[config.mk]
export PLATFORM = sky130hd
export DESIGN_NAME = audio_mem_seq
export DESIGN_NICKNAME = d
export VERILOG_FILES = /design/src/rtl/audio_mem_pkg.sv /design/src/rtl/access_timer.sv /design/src/rtl/audio_mem_seq.sv
export SDC_FILE = /design/constraint.sdc
export NUM_CORES = 1
export LEC_CHECK = 0
export ABC_AREA = 1
export ABC_CLOCK_PERIOD_IN_PS = 4280
export BUFFER_PORTS_ARGS = -buffer_cell sky130_fd_sc_hd__buf_2
export CAP_MARGIN = 10
export CORE_MARGIN = 2
export CORE_UTILIZATION = 56
export DETAILED_ROUTE_END_ITERATION = 6
export GPL_TIMING_DRIVEN = 0
export PLACE_DENSITY_LB_ADDON = 0.05
export SLEW_MARGIN = 20
export SYNTH_ARGS = -nofsm -noshare
export SYNTH_HDL_FRONTEND = slang
export SYNTH_SLANG_ARGS = --single-unit
[constraint.sdc]
create_clock -name clk -period 4.28 [get_ports clk]
set_input_delay 0 -clock clk [delete_from_list [all_inputs] [get_ports clk]]
set_output_delay 0 -clock clk [all_outputs]
set_load 0.05 [all_outputs]
[src/rtl/audio_mem_pkg.sv]
// Shared definitions for the audio record/playback path.
//   - seq_state_e : sequencer state encoding
//   - MODE_*      : encodings of the externally visible `mode` output
//   - ADDR_W_DEF / DATA_W_DEF : default SRAM geometry, shared with the SRAM controller
package audio_mem_pkg;

  localparam int unsigned ADDR_W_DEF = 18;
  localparam int unsigned DATA_W_DEF = 16;

  localparam logic [1:0] MODE_IDLE = 2'd0;
  localparam logic [1:0] MODE_REC  = 2'd1;
  localparam logic [1:0] MODE_PLAY = 2'd2;

  typedef enum logic [2:0] {
    StIdle,
    StRecWait,
    StRecWr,
    StPlayWait,
    StPlayRd
  } seq_state_e;

endpackage

[src/rtl/access_timer.sv]
// Access-length timer for SRAM requests.
// Loaded with ACCESS_CYCLES-1 on `start`, counts down to zero and holds there.
// `last` is high while the count is zero, i.e. in the final cycle of an access
// that began on the cycle after `start`.
// Ports:
//   clk    in  system clock
//   reset  in  synchronous active-high reset
//   start  in  load the counter (first access cycle follows)
//   last   out current access cycle is the final one
module access_timer #(
  parameter int unsigned ACCESS_CYCLES = 2
) (
  input  logic clk,
  input  logic reset,
  input  logic start,
  output logic last
);

  localparam int unsigned CntW = (ACCESS_CYCLES > 1) ? $clog2(ACCESS_CYCLES) : 1;
  localparam logic [CntW-1:0] Load = CntW'(ACCESS_CYCLES - 1);

  logic [CntW-1:0] cnt_q;

  always_ff @(posedge clk) begin
    if (reset) begin
      cnt_q <= '0;
    end else if (start) begin
      cnt_q <= Load;
    end else if (cnt_q != '0) begin
      cnt_q <= cnt_q - 1'b1;
    end
  end

  assign last = (cnt_q == '0);

endmodule

[src/rtl/audio_mem_seq.sv]
// Record/playback sequencer driving the request side of the SRAM controller.
// Record: each ADC sample is written to consecutive words from address 0.
// Play:   one word is read per DAC request, in order, up to the recorded length.
// Ports:
//   clk, reset              system clock, synchronous active-high reset
//   cmd_record/play/stop    one-cycle command pulses (priority stop > record > play)
//   adc_valid, adc_data     sample strobe and data to record
//   dac_req                 codec asks for the next playback sample
//   dac_data, dac_valid     playback sample (held) and its one-cycle update pulse
//   mem_addr/read/write     SRAM request (read/write are levels held ACCESS_CYCLES)
//   mem_wdata, mem_rdata    SRAM write data out, combinational read data in
//   mode                    0 idle, 1 record, 2 play
//   rec_len                 words recorded (saturates at 2^ADDR_W-1)
//   overrun                 sticky: strobe dropped during an access
//   done                    one-cycle pulse when record/play ends on its own
module audio_mem_seq
  import audio_mem_pkg::*;
#(
  parameter int unsigned ADDR_W        = ADDR_W_DEF,
  parameter int unsigned DATA_W        = DATA_W_DEF,
  parameter int unsigned ACCESS_CYCLES = 2
) (
  input  logic              clk,
  input  logic              reset,
  input  logic              cmd_record,
  input  logic              cmd_play,
  input  logic              cmd_stop,
  input  logic              adc_valid,
  input  logic [DATA_W-1:0] adc_data,
  input  logic              dac_req,
  output logic [DATA_W-1:0] dac_data,
  output logic              dac_valid,
  output logic [ADDR_W-1:0] mem_addr,
  output logic              mem_read,
  output logic              mem_write,
  output logic [DATA_W-1:0] mem_wdata,
  input  logic [DATA_W-1:0] mem_rdata,
  output logic [1:0]        mode,
  output logic [ADDR_W-1:0] rec_len,
  output logic              overrun,
  output logic              done
);

  localparam logic [ADDR_W-1:0] AddrMax = {ADDR_W{1'b1}};

  seq_state_e        state_q;
  logic              stop_pend_q;  // stop seen mid-access, applied when it completes
  logic              rec_start;
  logic              play_start;
  logic              acc_start;
  logic              acc_last;
  logic [ADDR_W-1:0] addr_inc;

  // Access starts; stop in the same cycle wins over the strobe.
  assign rec_start  = (state_q == StRecWait) && adc_valid && !cmd_stop;
  assign play_start = (state_q == StPlayWait) && dac_req && !cmd_stop;
  assign acc_start  = rec_start || play_start;
  assign addr_inc   = mem_addr + 1'b1;

  access_timer #(
    .ACCESS_CYCLES(ACCESS_CYCLES)
  ) u_timer (
    .clk  (clk),
    .reset(reset),
    .start(acc_start),
    .last (acc_last)
  );

  always_ff @(posedge clk) begin
    if (reset) begin
      state_q     <= StIdle;
      stop_pend_q <= 1'b0;
      dac_data    <= '0;
      dac_valid   <= 1'b0;
      mem_addr    <= '0;
      mem_read    <= 1'b0;
      mem_write   <= 1'b0;
      mem_wdata   <= '0;
      mode        <= MODE_IDLE;
      rec_len     <= '0;
      overrun     <= 1'b0;
      done        <= 1'b0;
    end else begin
      dac_valid <= 1'b0;
      done      <= 1'b0;
      unique case (state_q)
        StIdle: begin
          if (cmd_stop) begin
            // Nothing to stop; also masks record/play in the same cycle.
          end else if (cmd_record) begin
            mem_addr <= '0;
            rec_len  <= '0;
            overrun  <= 1'b0;
            state_q  <= StRecWait;
            mode     <= MODE_REC;
          end else if (cmd_play && (rec_len != '0)) begin
            mem_addr <= '0;
            state_q  <= StPlayWait;
            mode     <= MODE_PLAY;
          end
        end

        StRecWait: begin
          if (cmd_stop) begin
            state_q <= StIdle;
            mode    <= MODE_IDLE;
          end else if (rec_start) begin
            mem_wdata <= adc_data;
            mem_write <= 1'b1;
            state_q   <= StRecWr;
          end
        end

        StRecWr: begin
          if (adc_valid) overrun <= 1'b1;
          if (cmd_stop) stop_pend_q <= 1'b1;
          if (acc_last) begin
            mem_write   <= 1'b0;
            mem_addr    <= addr_inc;
            stop_pend_q <= 1'b0;
            if (mem_addr == AddrMax) begin
              // Memory full: rec_len already holds AddrMax from the previous word.
              done    <= 1'b1;
              state_q <= StIdle;
              mode    <= MODE_IDLE;
            end else begin
              rec_len <= addr_inc;
              if (stop_pend_q || cmd_stop) begin
                state_q <= StIdle;
                mode    <= MODE_IDLE;
              end else begin
                state_q <= StRecWait;
              end
            end
          end
        end

        StPlayWait: begin
          if (cmd_stop) begin
            state_q <= StIdle;
            mode    <= MODE_IDLE;
          end else if (play_start) begin
            mem_read <= 1'b1;
            state_q  <= StPlayRd;
          end
        end

        StPlayRd: begin
          if (dac_req) overrun <= 1'b1;
          if (cmd_stop) stop_pend_q <= 1'b1;
          if (acc_last) begin
            mem_read    <= 1'b0;
            dac_data    <= mem_rdata;
            dac_valid   <= 1'b1;
            mem_addr    <= addr_inc;
            stop_pend_q <= 1'b0;
            if (addr_inc == rec_len) begin
              done    <= 1'b1;
              state_q <= StIdle;
              mode    <= MODE_IDLE;
            end else if (stop_pend_q || cmd_stop) begin
              state_q <= StIdle;
              mode    <= MODE_IDLE;
            end else begin
              state_q <= StPlayWait;
            end
          end
        end

        default: begin
          state_q   <= StIdle;
          mode      <= MODE_IDLE;
          mem_read  <= 1'b0;
          mem_write <= 1'b0;
        end
      endcase
    end
  end

endmodule

==> summary.txt, run 1 <==
Drt
  • Vias per Instance: 5.237
  • Vias: 4572
  • Drt drc: 0
  • Pre-Repair DR Iteration Count: 7
  • Final WL: 12070 um
  • Antenna Nets Post-Route: 0
  • Initial DRC Count: 316
  • Wire length per cell: 13.83 um

Placement
  • IO Port Bufs: 112
  • Area after DPL: 4737 um^2
  • Final RePlAce weighted congestion: 0.9116
  • Final HPWL DP: 8361 um

Synth
  • EDFF count, synth: 0
  • Post-synth ARST share: 0
  • Avg Synthesized Cell Area: 6.590 um^2
  • Commonest cells post-synth: nand2_1 (192), dfxtp_1 (80), a21oi_1 (77), inv_1 (70), nand3_1 (49)
  • Synth top area share: 0.3952
  • Mapped Area: 4053 um^2
  • Sequential share of the synthesized area: 0.3952
  • Synthesized net count: 655
  • Synth Instances: 615
  • Top cells by area, synth: dfxtp_1 (40%), nand2_1 (18%), a21oi_1 (9.5%), inv_1 (6.5%), nand3_1 (6.1%)
  • Synthesis-stage register bit count: 80
  • Largest area contributor in the synthesized netlist: dfxtp_1
  • Synth warnings: 0
  • Synth cell types: 35
  • Top_reg_cell synth: dfxtp_1
  • Cell with the most instances after synthesis: nand2_1

Clock network
  • Post-cts gate resize count: 0
  • Root Buffer: clkbuf_8
  • CTS Hold Bufs: 33
  • Post-CTS setup buffers: 0
  • Clock buffer depth: 2
  • Num Clock Sinks: 80
  • Number of H-tree levels: 3
  • Number of CTS-inserted buffers: 9
  • CTS tree: built
  • Clk slew on worst S/H paths: 80 ps
  • Worst-skew pair later-pin latency: 350 ps

Global routing
  • Global-route wire length before repair: 18660 um
  • Pin count of the biggest net entering global routing: 13
  • Vias in the first global route: 4131
  • Total grt overflow: 0
  • GRT Util Overall: 0.3042
  • Initial antenna violation count: 0

Timing
  • Final Skew: 12.51 ps
  • Max Transition Viols Final: 0
  • Hold Vio Cnt, Final: 0
  • Least-Margin Pin Slew: 605.5 ps
  • Fin crit period: 2362 ps
  • Slew headroom: 0.5963
  • Fmax: 0.4235 GHz
  • Fin Setup TNS: 0 ps
  • RSZ-0062 raised after global routing: false
  • Final period util: 0.5518
  • Count of final setup violators: 0

Power and ir drop
  • Power density cells: 438.2 nW/um^2
  • Peak supply drop: 296.1 uV
  • LEAKAGE: 2.348 nW

Critical path
  • Critical Path Most Common Cell: nand2_1
  • CP startpoint kind: register
  • Crit-path max cell delay: 500 ps
  • CP Launch Point: mem_addr[0]
  • Worst reg2reg startpoint: mem_addr[0]
  • CP top delay family: simple AND/OR/NAND/NOR gates
  • Critical Path RT: 4490 ps
  • CP arrival: 2570 ps
  • Crit-path slowest cell: dfxtp_1
  • Crit Path Max Fanout: 7
  • CP endpoint kind: register
  • CP Buf/Inv Count: 2
  • Worst-path cell chain: ha_1, nand3_2, inv_2, nand2_4, clkinv_1, nand2_1, nand3_1, nand2_1, nor2_1, nand3_1, nor2_2, nand2_2, nand3_2, nand2_1, nand2_1, a21oi_1
  • Kind of critical path: reg -> reg

Layout
  • Multi-input gate area: 2063 um^2
  • Syn-to-layout area delta: 30.19%
  • Nets: 811
  • Layout cells sized above 1: 0.2132
  • Post-route cell area: 5276 um^2
  • Storage cell area: 1602 um^2
  • Number of diodes: 0
  • Fillcell total: 632

Worst hold path
  • Worst hold start: adc_valid
  • Hold Path Class: in -> reg

Floorplanning
  • Floorplan core area: 7137 um^2
  • Full die area: 7933 um^2
  • Die width: 89.07 um
  • Die Height: 89.07 um
  • Rows: 31
  • Initial Utilization: 0.5678
  • # IOs: 114

Flow run
  • Max-cap violations: 0

Outcome
  • Outcome: completed
through the flow:
stage	util	instances	power [mW]	worst slack [ps]	hold slack (ps)
4_1_cts	0.7393	873	2.304	1935	7.803
3_5_place_dp	0.6637	826	1.679	1969	282.5
2_1_floorplan	-	615	1.457	1975	165.4
5_1_grt	0.7393	873	2.420	1663	33.88
6_report	0.7393	873	2.312	1919	15.13
3_3_place_gp	0.6637	826	1.665	2016	273.7
area by class of cell:
type                    count  area share
multi-input cells         435      0.3910
flip-flops and latches     80      0.3035
repair buffers            145      0.1688
inverters                  80     0.05691
clock buffers              11     0.02680
well taps                  99     0.02348
plain buffers              20     0.01660
clock inverters             3     0.01281
final timing paths:
kind | slack [ps] | to | cells after the start
setup / recovery | 1920 | state_q[1] | 16
hold / removal | 20 | state_q[0] | 4
setup reg to reg | 1920 | state_q[1] | 16
hold reg to reg | 450 | mem_wdata[1] | 2
layer usage:
layer  vias up  global-route usage  wire length [um]
li1       2292                   -                 -
met1      2060              0.3597              4857
met2       180              0.5312              6129
met3        40             0.06648               731
met4         0              0.1316               352
met5         -                   0                 0
power by group:
part / leakage (nW) / switching [mW] / internal, mW / total, mW
clock network: 0.101 / 0.270 / 0.339 / 0.609
logic: 1.60 / 0.615 / 0.234 / 0.849
registers: 0.646 / 0.0503 / 0.804 / 0.855
total: 2.35 / 0.935 / 1.38 / 2.31
cell usage in the layout, fill, tap and decap left out, types with 2 or more instances in the layout:
cell and instances:
a211oi_2 2, a21oi_1 77, buf_2 116, buf_4 2, bufinv_16 2, clkbuf_1 14, clkbuf_8 10, clkinv_1 3
dfxtp_1 80, dlygate4sd3_1 33, inv_1 70, inv_2 7, nand2_1 192, nand2_2 5, nand3_1 49, nand3_2 5
nand3b_1 5, nand4_1 8, nor2_1 31, nor2_2 7, nor2_4 4, nor3_1 7, nor4_1 3, o211ai_1 2
o21ai_0 22, o21ai_1 5
worst min-delay path, cell delays in order:
cell,delay [ps]
buf_2,110
o22ai_1,70
inv_1,70
a21oi_1,60
flip-flops by register name, summed over array words and instances, names as in the netlist:
name           cells
stop_pend_q        1
mem_read           1
done               1
dac_data          16
mem_write          1
mem_addr          18
state_q            3
mem_wdata         16
rec_len           18
overrun            1
mode               2
u_timer.cnt_q      1
dac_valid          1
cells by family (layout without fill, tap and decap cells):
kind of cell,count (synthesis),after routing,synth area share
XOR/XNOR,2,2,0.008027
buffers and inverters,100,259,0.09571
AO/OA/AOI/OAI,112,112,0.1457
adder cells (fa/ha/maj),1,1,0.003087
AND/OR/NAND/NOR,320,320,0.3523
flip-flops,80,80,0.3952
(Power assumes the default switching activity.)
==> inputs of run 2 (changes only) <==
- ABC_AREA: 1 -> 0
- ABC_CLOCK_PERIOD_IN_PS: 4280 -> 2400
- CORE_UTILIZATION: 56 -> 52
- clock period: 4.28 -> 2.4 ns (I/O delays scaled with it)
==> run 2 against run 1 <==
  * Combinational power is 2.5% lower
  * First-iteration DRC count fell by 13%
  * Non-clock buffer count up 37
  * Utilization grew 1.4 points
  * Die area increased by 7.7%
  * Critical path depth down 6
  * Largest cell class unchanged
  * Highest routed layer unchanged
==> summary.txt, run 2 <==
Synth
  • Cell with the most instances after synthesis: nand2_1
  • Synth Instances: 514
  • Synthesized net count: 554
  • Synth top area share: 0.3938
  • Top_reg_cell synth: dfxtp_1
  • Top cells by area, synth: dfxtp_1 (39%), a21oi_1 (8.2%), nand2_1 (7.7%), nor2_1 (4.8%), xnor2_1 (4.3%)
  • Post-synth ARST share: 0
  • Largest area contributor in the synthesized netlist: dfxtp_1
  • Avg Synthesized Cell Area: 7.911 um^2
  • Commonest cells post-synth: nand2_1 (83), dfxtp_1 (80), a21oi_1 (67), nor2_1 (52), clkbuf_1 (23)
  • Mapped Area: 4066 um^2
  • Synthesis-stage register bit count: 80
  • Synth warnings: 0
  • Synth cell types: 60
  • Sequential share of the synthesized area: 0.3938
  • EDFF count, synth: 0

Drt
  • Initial DRC Count: 274
  • Pre-Repair DR Iteration Count: 5
  • Wire length per cell: 16.47 um
  • Drt drc: 0
  • Vias per Instance: 5.620
  • Antenna Nets Post-Route: 0
  • Vias: 4468
  • Final WL: 13100 um

Power and ir drop
  • Sw frac: 0.3435
  • Part of the power in registers: 0.424
  • Peak supply drop: 353.8 uV
  • LEAKAGE: 2.456 nW
  • Design Power: 3.294 mW
  • Power density cells: 571.6 nW/um^2
  • Gate power share: 0.251
  • Clock Power Share: 0.325
  • Cell Int Power: 2.162 mW
  • Switch Pwr: 1.131 mW

Layout
  • Regs by FF count: mem_addr x18, rec_len x18
  • Post-route cell area: 5762 um^2
  • Layout cells sized above 1: 0.3348
  • Number of diodes: 0
  • Fillcell total: 605
  • Syn-to-layout area delta: 41.69%
  • Commonest cells after routing, fill and taps aside: buf_2 (115), nand2_1 (83), dfxtp_1 (64)
  • Most common cell after layout, fill and taps aside: buf_2
  • Nets: 728
  • Storage cell area: 1639 um^2
  • Multi-input gate area: 2496 um^2
  • Non-Filler Instances: 795

Global routing
  • Total grt overflow: 0
  • Global-route wire length before repair: 20360 um
  • Vias in the first global route: 4104
  • Pin count of the biggest net entering global routing: 17
  • Initial antenna violation count: 0
  • GRT Util Overall: 0.3016

Critical path
  • CP top delay family: compound AO/OA/AOI/OAI gates
  • R2r worst-path depth: 10
  • Critical Path Most Common Cell: xnor2_2
  • Crit Path Max Fanout: 6
  • CP startpoint kind: register
  • Worst-path cell chain: ha_4, nand3_4, buf_6, nor4_4, xnor2_2, xnor2_2, a2111oi_4, nand4_2, a21oi_2, o22ai_1
  • R2R Setup Slk: 20 ps
  • Reg-to-reg critical path endpoint: mode[0]
  • CP arrival: 2590 ps
  • Kind of critical path: reg -> reg
  • CP endpoint kind: register
  • Critical Path RT: 2610 ps
  • Worst reg2reg startpoint: mem_addr[0]
  • Crit-path slowest cell: dfxtp_4
  • CP Buf/Inv Count: 1
  • Crit-path max cell delay: 380 ps

Timing
  • Least-Margin Pin Slew: 752.6 ps
  • RSZ-0062 raised after global routing: true
  • Final worst-path setup slack: 23.03 ps
  • Final Skew: 15.14 ps
  • Min Hold Slack: 13.24 ps
  • Count of final setup violators: 0
  • Fin crit period: 2377 ps
  • Slew headroom: 0.4983
  • Fmax: 0.4207 GHz
  • Hold Vio Cnt, Final: 0
  • Final period util: 0.9904
  • Max Transition Viols Final: 0

Worst hold path
  • Worst hold start: dac_req
  • Hold Crit Endpoint: state_q[2]
  • Hold Path Class: in -> reg
  • Worst hold stages: 3

Floorplanning
  • Die width: 92.43 um
  • # IOs: 114
  • Die Height: 92.43 um
  • Initial Utilization: 0.5317
  • Full die area: 8543 um^2
  • Rows: 32
  • Floorplan core area: 7647 um^2

Placement
  • Final RePlAce weighted congestion: 0.9853
  • Placed cell count: 728
  • Area after DPL: 4808 um^2
  • IO Port Bufs: 112
  • Final HPWL DP: 8658 um
  • Post-Place Worst Slack: -791.6 ps

Clock network
  • Clock buffer depth: 2
  • Clk slew on worst S/H paths: 100 ps
  • Number of H-tree levels: 3
  • Root Buffer: clkbuf_8
  • Number of CTS-inserted buffers: 9
  • Num Clock Sinks: 80
  • Worst-skew pair later-pin latency: 360 ps
  • CTS tree: built

Flow run
  • Max-cap violations: 0

Outcome
  • Outcome: completed
==> run 2: changes by cell type in the layout (fill, tap and decap cells not counted), moves of 7 or more <==
| cell | before | now |
|---|---|---|
| nand2_1 | 192 | 83 |
| inv_2 | 7 | 0 |
| dfxtp_2 | 0 | 9 |
| buf_4 | 2 | 25 |
| nand3_1 | 49 | 7 |
| clkbuf_2 | 0 | 8 |
| inv_1 | 70 | 8 |
| xor2_1 | 1 | 14 |
| dfxtp_4 | 0 | 7 |
| dfxtp_1 | 80 | 64 |
| a22oi_1 | 0 | 14 |
| xnor2_1 | 0 | 18 |
| nor2_1 | 31 | 48 |
| a21oi_1 | 77 | 63 |
==> run 2: logic make-up after synthesis <==
| family | after synthesis | synth area share |
|---|---|---|
| simple gates | 221 | 0.2778 |
| flops | 80 | 0.3938 |
| fa+ha+maj | 1 | 0.003076 |
| buf+inv | 47 | 0.04954 |
| mux | 3 | 0.007385 |
| compound gates | 127 | 0.1895 |
| xor+xnor | 35 | 0.07877 |
==> run 2: how the worst max path moves through the flow <==
stage / slack (ps) / startpoint / cells after the start / end
global placement: -670 / rec_len[9] / 9 / mem_addr[10]
floorplan: 3 / mem_addr[3] / 9 / state_q[1]
global route: -120 / mem_addr[0] / 9 / state_q[0]
detailed placement: -790 / rec_len[9] / 9 / mem_addr[13]
finish: 20 / mem_addr[0] / 10 / mode[0]
CTS: -7 / mem_addr[3] / 10 / mode[0]
==> run 2: worst reg2reg max path: cells and delay by family, from the launching register on <==
family,cells,cell delay (ps)
adders and majority gates,1,180
AOI/OAI and AO/OA,3,630
buffers and inverters,1,170
xor gates and xnor gates,2,310
and+or+nand+nor,3,580
DFF,1,380
==> run 2: stage by stage <==
| stage | util | setup TNS (ps) |
|---|---|---|
| final | 0.7534 | 0 |
| after global routing | 0.7534 | -342.8 |
| after CTS | 0.7184 | -6.963 |
| after detailed placement | 0.6288 | -18490 |
| after global placement | 0.6288 | -15740 |
| after floorplan | - | 0 |
==> run 2: repair_timing <==
item	in CTS	in global routing
endpoints found under the hold margin	33	0
gates cloned	0	0
hold buffers	33	0
pin swaps	10	23
setup endpoints to repair	51	45
gates resized for setup	19	44
setup buffers	12	15
==> run 2: area by class of cell <==
| cell class | instances | share of cell area |
|---|---|---|
| Clock buffer | 9 | 0.02150 |
| Buffer | 30 | 0.02628 |
| Timing Repair Buffer | 172 | 0.1928 |
| Tap cell | 102 | 0.02215 |
| Clock inverter | 7 | 0.01433 |
| Sequential cell | 80 | 0.2845 |
| Multi-Input combinational cell | 387 | 0.4332 |
| Inverter | 8 | 0.005212 |
==> run 2: power groups by stage <==
stage                     Sequential [mW]  Combinational (mW)  Clock, mW
final                                1.40               0.828       1.07
after global routing                 1.40               0.877       1.13
after CTS                            1.39               0.778       1.07
after detailed placement             1.42               0.662          0
after global placement               1.42               0.654          0
after floorplan                      1.51               0.369          0
==> run 2: routing by layer <==
layer  wire length, um  global-route usage
met5                 0                   0
met4               398              0.1157
met3               958             0.05940
met2              6108              0.4933
met1              5632              0.3932
==> inputs of run 3 (changes only) <==
- ABC_AREA: 0 -> 1
==> run 3 against run 2 <==
  * Die area is 0.32% lower
  * Count of clock-buffer cells in the layout rose by 1
  * Final cell count increased by 10%
  * Worst setup slack improved by 120 ps
  * Combinational power is 81% higher
  * Largest cell class unchanged
  * Largest power group unchanged
==> summary.txt, run 3 (synthesis results as in run 1) <==
Floorplanning
  • Floorplan core area: 7647 um^2
  • Rows: 32
  • # IOs: 114
  • Die width: 92.28 um
  • Initial Utilization: 0.5299
  • Die Height: 92.28 um
  • Full die area: 8516 um^2

Critical path
  • CP top delay family: simple AND/OR/NAND/NOR gates
  • Worst-path cell chain: ha_1, nand3_2, inv_2, nand2_4, nor2_2, nand2_1, nand3_1, nand2_1, nor2_1, nand2_1, nor2_2, nand2_2, nand3_1, nand2_1, nand2_1, a21oi_2
  • Crit-path max cell delay: 400 ps
  • CP arrival: 2490 ps
  • Kind of critical path: reg -> reg
  • Critical Path RT: 2630 ps
  • CP startpoint kind: register
  • Critical Path Most Common Cell: nand2_1
  • Crit Path Max Fanout: 7
  • Crit-path slowest cell: dfxtp_4
  • CP Buf/Inv Count: 1
  • CP endpoint kind: register

Layout
  • Storage cell area: 1607 um^2
  • Layout cells sized above 1: 0.2178
  • Nets: 812
  • Commonest cells after routing, fill and taps aside: nand2_1 (192), buf_2 (115), dfxtp_1 (78)
  • Most common cell after layout, fill and taps aside: nand2_1
  • Syn-to-layout area delta: 30.97%
  • Regs by FF count: mem_addr x18, rec_len x18
  • Post-route cell area: 5308 um^2
  • Fillcell total: 713
  • Number of diodes: 0
  • Non-Filler Instances: 878
  • Multi-input gate area: 2063 um^2

Timing
  • Count of final setup violators: 0
  • Least-Margin Pin Slew: 612.4 ps
  • Hold Vio Cnt, Final: 0
  • Slew headroom: 0.5917
  • Fmax: 0.4424 GHz
  • Fin crit period: 2261 ps
  • Final Skew: 8.323 ps
  • Final period util: 0.9419
  • Min Hold Slack: 7.144 ps
  • Max Transition Viols Final: 0

Placement
  • IO Port Bufs: 112
  • Placed cell count: 829
  • Final RePlAce weighted congestion: 0.9425
  • Final HPWL DP: 8546 um
  • Area after DPL: 4741 um^2

Global routing
  • Gr busiest metal: met2
  • Global-route wire length before repair: 20060 um
  • Total grt overflow: 0
  • Pin count of the biggest net entering global routing: 14
  • GRT Util Overall: 0.2955
  • Vias in the first global route: 4253
  • Met1 usage: 0.3524
  • Met3 usage: 0.07149
  • Initial antenna violation count: 0
  • GR met2 Demand/Resource: 0.5190

Power and ir drop
  • Peak supply drop: 576.8 uV
  • Power density cells: 781.6 nW/um^2
  • LEAKAGE: 2.361 nW

Drt
  • Drt drc: 0
  • Vias: 4581
  • Antenna Nets Post-Route: 0
  • Pre-Repair DR Iteration Count: 5
  • Final WL: 12180 um
  • Initial DRC Count: 217
  • Vias per Instance: 5.218
  • Wire length per cell: 13.87 um

Flow run
  • Max-cap violations: 0

Clock network
  • Root Buffer: clkbuf_8
  • Num Clock Sinks: 80
  • Worst-skew pair later-pin latency: 360 ps
  • Number of H-tree levels: 3
  • Clk slew on worst S/H paths: 80 ps
  • CTS tree: built
  • Clock buffer depth: 2
  • Number of CTS-inserted buffers: 9

Worst hold path
  • Hold Path Class: in -> reg

Outcome
  • Outcome: completed
-- run 3: worst reg2reg max path: cells and delay by family (launching register included) --
family | cells | cell delay [ps]
and+or+nand+nor | 13 | 1290
adders and majority gates | 1 | 220
DFF | 1 | 400
buffers and inverters | 1 | 160
AOI/OAI and AO/OA | 1 | 50
-- run 3: layout make-up --
| type | count | share of cell area |
|---|---|---|
| clock inverter | 5 | 0.01532 |
| tap | 102 | 0.02405 |
| inverter | 80 | 0.05658 |
| timing repair buffer | 146 | 0.1697 |
| multi-input combinational | 435 | 0.3887 |
| buffer | 20 | 0.01697 |
| clock buffer | 10 | 0.02593 |
| sequential | 80 | 0.3027 |
-- run 3: stage by stage --
stage / setup TNS [ps] / utilization / power (mW) / worst slack, ps
after global routing: -4.678 / 0.6940 / 4.377 / -4.678
final: 0 / 0.6940 / 4.148 / 139.5
after global placement: 0 / 0.6199 / 2.971 / 162.5
after floorplan: 0 / - / 2.597 / 95.06
after CTS: 0 / 0.6931 / 4.151 / 33.59
after detailed placement: 0 / 0.6199 / 2.990 / 76.06
-- run 3: timing repair --
item	4_1_cts	5_1_grt
resized for setup	0	4
setup endpoints to repair	0	20
hold buffers	34	0
buffers inserted	0	0
endpoints found under the hold margin	35	0
-- run 3: final timing paths --
check	from	slack, ps	cells past startpoint	to
worst max-delay path	mem_addr[0]	140	16	mode[1]
worst min register to register	mem_wdata[0]	450	2	mem_wdata[0]
worst max register to register	mem_addr[0]	140	16	mode[1]
worst min-delay path	adc_valid	7	4	state_q[0]
-- run 3: per-layer routing --
layer  share of wire  wire, um
met5               0         0
met3           0.055       667
met2            0.51      6197
met1            0.41      5018
met4           0.024       291
-- run 3: power by group --
| group | switching (mW) | internal (mW) |
|---|---|---|
| Sequential | 0.0919 | 1.44 |
| Clock | 0.507 | 0.609 |
| Combinational | 1.08 | 0.424 |
